## config.mk

```make
export PLATFORM = sky130hd
export DESIGN_NAME = sram_ctrl_fsm
export DESIGN_NICKNAME = d
export VERILOG_FILES = /design/src/rtl/sram_ctrl_pkg.sv /design/src/rtl/sram_ctrl_counter.sv /design/src/rtl/sram_ctrl_fsm.sv
export SDC_FILE = /design/constraint.sdc
export NUM_CORES = 1
export LEC_CHECK = 0
export CORE_UTILIZATION = 44
export DETAILED_ROUTE_END_ITERATION = 10
export MAX_ROUTING_LAYER = met4
export PLACE_DENSITY = 0.84
export SKIP_LAST_GASP = 1
export SLEW_MARGIN = 20
export SYNTH_ARGS = -nofsm -noshare
export SYNTH_HDL_FRONTEND = slang
export SYNTH_SLANG_ARGS = --single-unit
export TNS_END_PERCENT = 30
```

## constraint.sdc

```tcl
create_clock -name CLK -period 4.65 [get_ports CLK]
set_input_delay 0.93 -clock CLK [delete_from_list [all_inputs] [get_ports CLK]]
set_output_delay 0.93 -clock CLK [all_outputs]
set_load 0.01 [all_outputs]
```

## src/rtl/sram_ctrl_pkg.sv

```systemverilog
// Shared types for the SRAM controller: command opcodes, FSM states and widths.
package sram_ctrl_pkg;

  localparam int unsigned STATE_WIDTH = 3;
  // Wide enough for READ_LATENCY up to 4 and WAKE_CYCLES up to 15.
  localparam int unsigned CNT_WIDTH   = 4;

  typedef enum logic [1:0] {
    OP_WRITE = 2'd0,
    OP_READ  = 2'd1,
    OP_SLEEP = 2'd2,
    OP_WAKE  = 2'd3
  } op_e;

  typedef enum logic [STATE_WIDTH-1:0] {
    ST_IDLE      = 3'd0,
    ST_READ_WAIT = 3'd1,
    ST_RESP      = 3'd2,
    ST_SLEEP     = 3'd3,
    ST_WAKING    = 3'd4
  } state_e;

endpackage

```

## src/rtl/sram_ctrl_counter.sv

```systemverilog
// Loadable down-counter shared by the read-latency and wake-up waits.
module sram_ctrl_counter
  import sram_ctrl_pkg::*;
(
  input  logic                 clk,
  input  logic                 rst,
  input  logic                 load,
  input  logic [CNT_WIDTH-1:0] load_val,
  input  logic                 dec,
  output logic                 done
);

  logic [CNT_WIDTH-1:0] count;

  always_ff @(posedge clk) begin
    if (rst) begin
      count <= '0;
    end else if (load) begin
      count <= load_val;
    end else if (dec && (count != '0)) begin
      count <= count - 1'b1;
    end
  end

  assign done = (count == '0);

endmodule

```

## src/rtl/sram_ctrl_fsm.sv

```systemverilog
// SRAM access controller: write/read/sleep/wake command FSM with registered
// SRAM strobes and a single-entry read response holding register.
module sram_ctrl_fsm
  import sram_ctrl_pkg::*;
#(
  parameter int unsigned DATA_WIDTH   = 16,
  parameter int unsigned ADDR_WIDTH   = 9,
  parameter int unsigned READ_LATENCY = 1,
  parameter int unsigned WAKE_CYCLES  = 4
) (
  input  logic                   CLK,
  input  logic                   RESET,
  input  logic                   cmd_valid,
  output logic                   cmd_ready,
  input  logic [1:0]             cmd_op,
  input  logic [ADDR_WIDTH-1:0]  cmd_addr,
  input  logic [DATA_WIDTH-1:0]  cmd_wdata,
  output logic                   rsp_valid,
  input  logic                   rsp_ready,
  output logic [DATA_WIDTH-1:0]  rsp_data,
  output logic                   mem_cen,
  output logic                   mem_wen,
  output logic [ADDR_WIDTH-1:0]  mem_addr,
  output logic [DATA_WIDTH-1:0]  mem_wdata,
  input  logic [DATA_WIDTH-1:0]  mem_rdata,
  output logic                   mem_sleep,
  output logic                   err,
  output logic [2:0]             current_state
);

  state_e                 state, state_next;
  op_e                    op;
  logic                   accept;
  logic                   cen_next, wen_next, sleep_next, err_next, rsp_valid_next;
  logic [ADDR_WIDTH-1:0]  addr_next;
  logic [DATA_WIDTH-1:0]  wdata_next, rsp_data_next;
  logic                   cnt_load, cnt_dec, cnt_done;
  logic [CNT_WIDTH-1:0]   cnt_val;

  assign cmd_ready     = !RESET && ((state == ST_IDLE) || (state == ST_SLEEP));
  assign accept        = cmd_valid && cmd_ready;
  assign op            = op_e'(cmd_op);
  assign current_state = state;

  sram_ctrl_counter u_counter (
    .clk      (CLK),
    .rst      (RESET),
    .load     (cnt_load),
    .load_val (cnt_val),
    .dec      (cnt_dec),
    .done     (cnt_done)
  );

  always_comb begin
    state_next     = state;
    cen_next       = 1'b0;
    wen_next       = 1'b0;
    addr_next      = mem_addr;
    wdata_next     = mem_wdata;
    sleep_next     = mem_sleep;
    err_next       = 1'b0;
    rsp_valid_next = rsp_valid;
    rsp_data_next  = rsp_data;
    cnt_load       = 1'b0;
    cnt_val        = '0;
    cnt_dec        = 1'b0;

    case (state)
      ST_IDLE: begin
        if (accept) begin
          case (op)
            OP_WRITE: begin
              cen_next   = 1'b1;
              wen_next   = 1'b1;
              addr_next  = cmd_addr;
              wdata_next = cmd_wdata;
            end
            OP_READ: begin
              cen_next   = 1'b1;
              addr_next  = cmd_addr;
              state_next = ST_READ_WAIT;
              // Count starts at READ_LATENCY so capture lands READ_LATENCY cycles after the strobe.
              cnt_load   = 1'b1;
              cnt_val    = CNT_WIDTH'(READ_LATENCY);
            end
            OP_SLEEP: begin
              sleep_next = 1'b1;
              state_next = ST_SLEEP;
            end
            OP_WAKE: ;
          endcase
        end
      end

      ST_READ_WAIT: begin
        if (cnt_done) begin
          state_next     = ST_RESP;
          rsp_valid_next = 1'b1;
          rsp_data_next  = mem_rdata;
        end else begin
          cnt_dec = 1'b1;
        end
      end

      ST_RESP: begin
        if (rsp_ready) begin
          state_next     = ST_IDLE;
          rsp_valid_next = 1'b0;
        end
      end

      ST_SLEEP: begin
        if (accept) begin
          case (op)
            OP_WAKE: begin
              sleep_next = 1'b0;
              state_next = ST_WAKING;
              cnt_load   = 1'b1;
              cnt_val    = CNT_WIDTH'(WAKE_CYCLES - 1);
            end
            OP_SLEEP: ;
            default:  err_next = 1'b1;
          endcase
        end
      end

      ST_WAKING: begin
        if (cnt_done) begin
          state_next = ST_IDLE;
        end else begin
          cnt_dec = 1'b1;
        end
      end

      default: begin
        state_next     = ST_IDLE;
        rsp_valid_next = 1'b0;
      end
    endcase
  end

  always_ff @(posedge CLK) begin
    if (RESET) begin
      state     <= ST_IDLE;
      mem_cen   <= 1'b0;
      mem_wen   <= 1'b0;
      mem_addr  <= '0;
      mem_wdata <= '0;
      mem_sleep <= 1'b0;
      err       <= 1'b0;
      rsp_valid <= 1'b0;
      rsp_data  <= '0;
    end else begin
      state     <= state_next;
      mem_cen   <= cen_next;
      mem_wen   <= wen_next;
      mem_addr  <= addr_next;
      mem_wdata <= wdata_next;
      mem_sleep <= sleep_next;
      err       <= err_next;
      rsp_valid <= rsp_valid_next;
      rsp_data  <= rsp_data_next;
    end
  end

endmodule

```

==> results.sh <==
export IMPL_outcome="complete, but fails checks"
export IMPL_violations="design-rule violations"
export IMPL_gp_congestion=0.800
export IMPL_clock_latency_ns=0.30
export IMPL_initial_utilization=0.472
export IMPL_core_area_um2=4500
export IMPL_cts_buffer_depth=2
export IMPL_swShare=0.243
export IMPL_yosysTopAreaCellShare=0.499
export IMPL_rsz0062_at_grt="no"
export IMPL_netlist_area_um2=2130
export IMPL_tightest_slew_ns=0.940
export IMPL_cp_end_kind="output port"
export IMPL_dieWidth_um=71.5
export IMPL_grt_overflow=0
export IMPL_routed_wl_mm=5.20
export IMPL_vias_per_cell=5.12
export IMPL_setup_ws_ns=1.46
export IMPL_clock_tree_root_cell="clkbuf_8"
export IMPL_grt_pass1_wl_mm=8.00
export IMPL_synth_area_leaders="dfxtp_1 (50%), a21oi_1 (9.2%), nand2_1 (9.0%)"
export IMPL_cts_tree="done"
export IMPL_path_clk_slew_ns=0.09
export IMPL_synthFlopType="dfxtp_1"
export IMPL_hold_path_class="reg -> reg"
export IMPL_std_cell_rows=24
export IMPL_synth_cells=251
export IMPL_irDropWorstVdd_mv=0.182
export IMPL_place_ws_ns=1.46
export IMPL_cts_buffers=5
export IMPL_slew_headroom=0.373
export IMPL_skew_ns=0.00476
export IMPL_p_seq_frac=0.557
export IMPL_synthTopCellsByCount="dfxtp_1 (53), nand2_1 (51), a21oi_1 (39)"
export IMPL_grt_max_degree=55
export IMPL_area_growth_pct=46.9
export IMPL_drc_errors=1
export IMPL_startpoint_type="input port"
export IMPL_htreeDepth=2
export IMPL_cts_setup_buffers=0
export IMPL_synth_cell_types=30
export IMPL_slew_viol_final=0
export IMPL_dp_hpwl_mm=3.54
export IMPL_dpl_instance_area_um2=3040
export IMPL_avgSynthCellArea_um2=8.47
export IMPL_final_min_clock_period_ns=3.19
export IMPL_ioPinCount=97
export IMPL_crit_required_ns=3.72
export IMPL_synth_edf_count=0
export IMPL_combinationalPowerShare=0.150
export IMPL_final_area_um2=3120
export IMPL_clkPwrFrac=0.294
export IMPL_hold_viol_final=0
export IMPL_arrival_ns=2.26
export IMPL_cts_resized=0
export IMPL_numPortBuffers=96
export IMPL_antenna_found_initial=0
export IMPL_ys_seq_area_frac=0.499
export IMPL_yosysMostFrequentCell="dfxtp_1"
export IMPL_diodes=0
export IMPL_power_density_nw_per_um2=274
export IMPL_period_share=0.686
export IMPL_max_cap_violations=0
export IMPL_final_nets=382
export IMPL_die_h_um=71.5
export IMPL_clkSinkCount=53
export IMPL_yosys_register_bits=53
export IMPL_critical_path_class="in -> out"
export IMPL_drtIter0Drc=190
export IMPL_fin_tns_setup_ns=0
export IMPL_synthArstFlopShare=0
export IMPL_wl_per_cell_um=13.4
export IMPL_power_switching_w=0.000208
export IMPL_fp_dieArea_um2=5110
export IMPL_synth_fp_nets=299
export IMPL_cp_max_fo=54
export IMPL_power_internal_w=0.000647
export IMPL_gr_usage_all_layers=0.208
export IMPL_yosysTopAreaCell="dfxtp_1"
export IMPL_setup_viol=0
export IMPL_yosysWarnings=0
export IMPL_fmax_mhz=314
export IMPL_drive_gt1_frac=0.0269
export IMPL_ant_nets=0
export IMPL_leakage_nw=1.15
export IMPL_dr_pass1_iters=7
export IMPL_via_count=1982
export IMPL_n_fill_cell=359
export IMPL_grt_pass1_vias=1694
export IMPL_holdBufCountCts=0
path summary, 6_finish.rpt:
kind / cells after the start / from / slack, ns / to
worst max-delay path: 3 / RESET / 1.46 / cmd_ready
worst min-delay path: 2 / rsp_data[0] / 0.46 / rsp_data[0]
worst max register to register: 6 / u_counter.count[0] / 2.31 / rsp_data[10]
worst min register to register: 2 / rsp_data[0] / 0.46 / rsp_data[0]
cells by family after synthesis:
family / after synthesis / synth area share
xor gates and xnor gates: 5 / 0.0206
and+or+nand+nor: 90 / 0.199
DFF: 53 / 0.499
AOI/OAI and AO/OA: 66 / 0.167
muxes: 10 / 0.0471
adders and majority gates: 1 / 0.00588
buffers and inverters: 26 / 0.0618
cell type report:
cell class / count / area, um^2 / area share
Timing Repair Buffer: 96 / 956 / 0.306
Inverter: 6 / 22.5 / 0.00721
Multi-Input combinational cell: 172 / 933 / 0.299
Sequential cell: 53 / 1060 / 0.340
Clock buffer: 7 / 76.3 / 0.0244
Tap cell: 52 / 65.1 / 0.0208
Clock inverter: 1 / 7.51 / 0.00240
power groups by stage:
stage / Clock [W] / Sequential [W] / Combinational (W)
after CTS: 0.000258 / 0.000476 / 0.000128
after global routing: 0.000276 / 0.000478 / 0.000138
after detailed placement: 0 / 0.000487 / 0.000128
after floorplan: 0 / 0.000490 / 0.0000555
final: 0.000251 / 0.000476 / 0.000128
after global placement: 0 / 0.000486 / 0.000127
layer usage:
metal / wire [um] / vias up / track usage
met3: 385 / 7 / 0.0591
met1: 2360 / 889 / 0.265
li1: - / 1012 / -
met5: 0 / - / -
met2: 2370 / 74 / 0.315
met4: 87 / 0 / 0.0806
layout by cell type (no fill, tap or decap):
cell type	Yosys	final
a21o_1	2	2
nor4b_1	1	1
o32ai_1	1	1
clkbuf_1	13	2
o211a_1	1	1
nand2b_1	2	2
or4_1	1	1
inv_1	6	6
and3_1	3	3
nor2b_1	2	2
buf_2	3	1
nand3_1	2	2
clkbuf_8	0	5
mux2i_1	10	10
nor2_1	13	13
dfxtp_1	53	53
nor3_1	8	8
nand2_1	51	51
or3_1	1	1
and4b_1	1	1
clkdlybuf4s50_1	0	95
clkinvlp_4	0	1
o21ai_0	12	12
or2_1	1	1
ha_1	1	1
xnor2_1	5	5
a21oi_1	39	39
a211oi_1	4	4
o21ai_1	7	7
or4_4	1	1
nor4b_4	1	1
nor3b_1	2	2
through the flow:
step | power [W] | cells | hold WS, ns | util
final | 0.000855 | 387 | 0.457 | 0.693
after floorplan | 0.000545 | 251 | 0.481 | -
after global routing | 0.000893 | 387 | 0.470 | 0.693
after global placement | 0.000613 | 379 | 0.441 | 0.674
after CTS | 0.000863 | 387 | 0.460 | 0.693
after detailed placement | 0.000615 | 379 | 0.447 | 0.674
state kept, by name, indices dropped and copies added, names as in the netlist:
| signal | cells |
|---|---|
| err | 1 |
| rsp_data | 16 |
| current_state | 3 |
| mem_addr | 9 |
| mem_sleep | 1 |
| mem_cen | 1 |
| mem_wdata | 16 |
| rsp_valid | 1 |
| u_counter.count | 4 |
| mem_wen | 1 |
critical path: stages:
cell	delay [ns]
buf_2	0.70
a211oi_1	0.08
clkdlybuf4s50_1	0.52
Note: power is estimated with default switching activity, not from simulation.
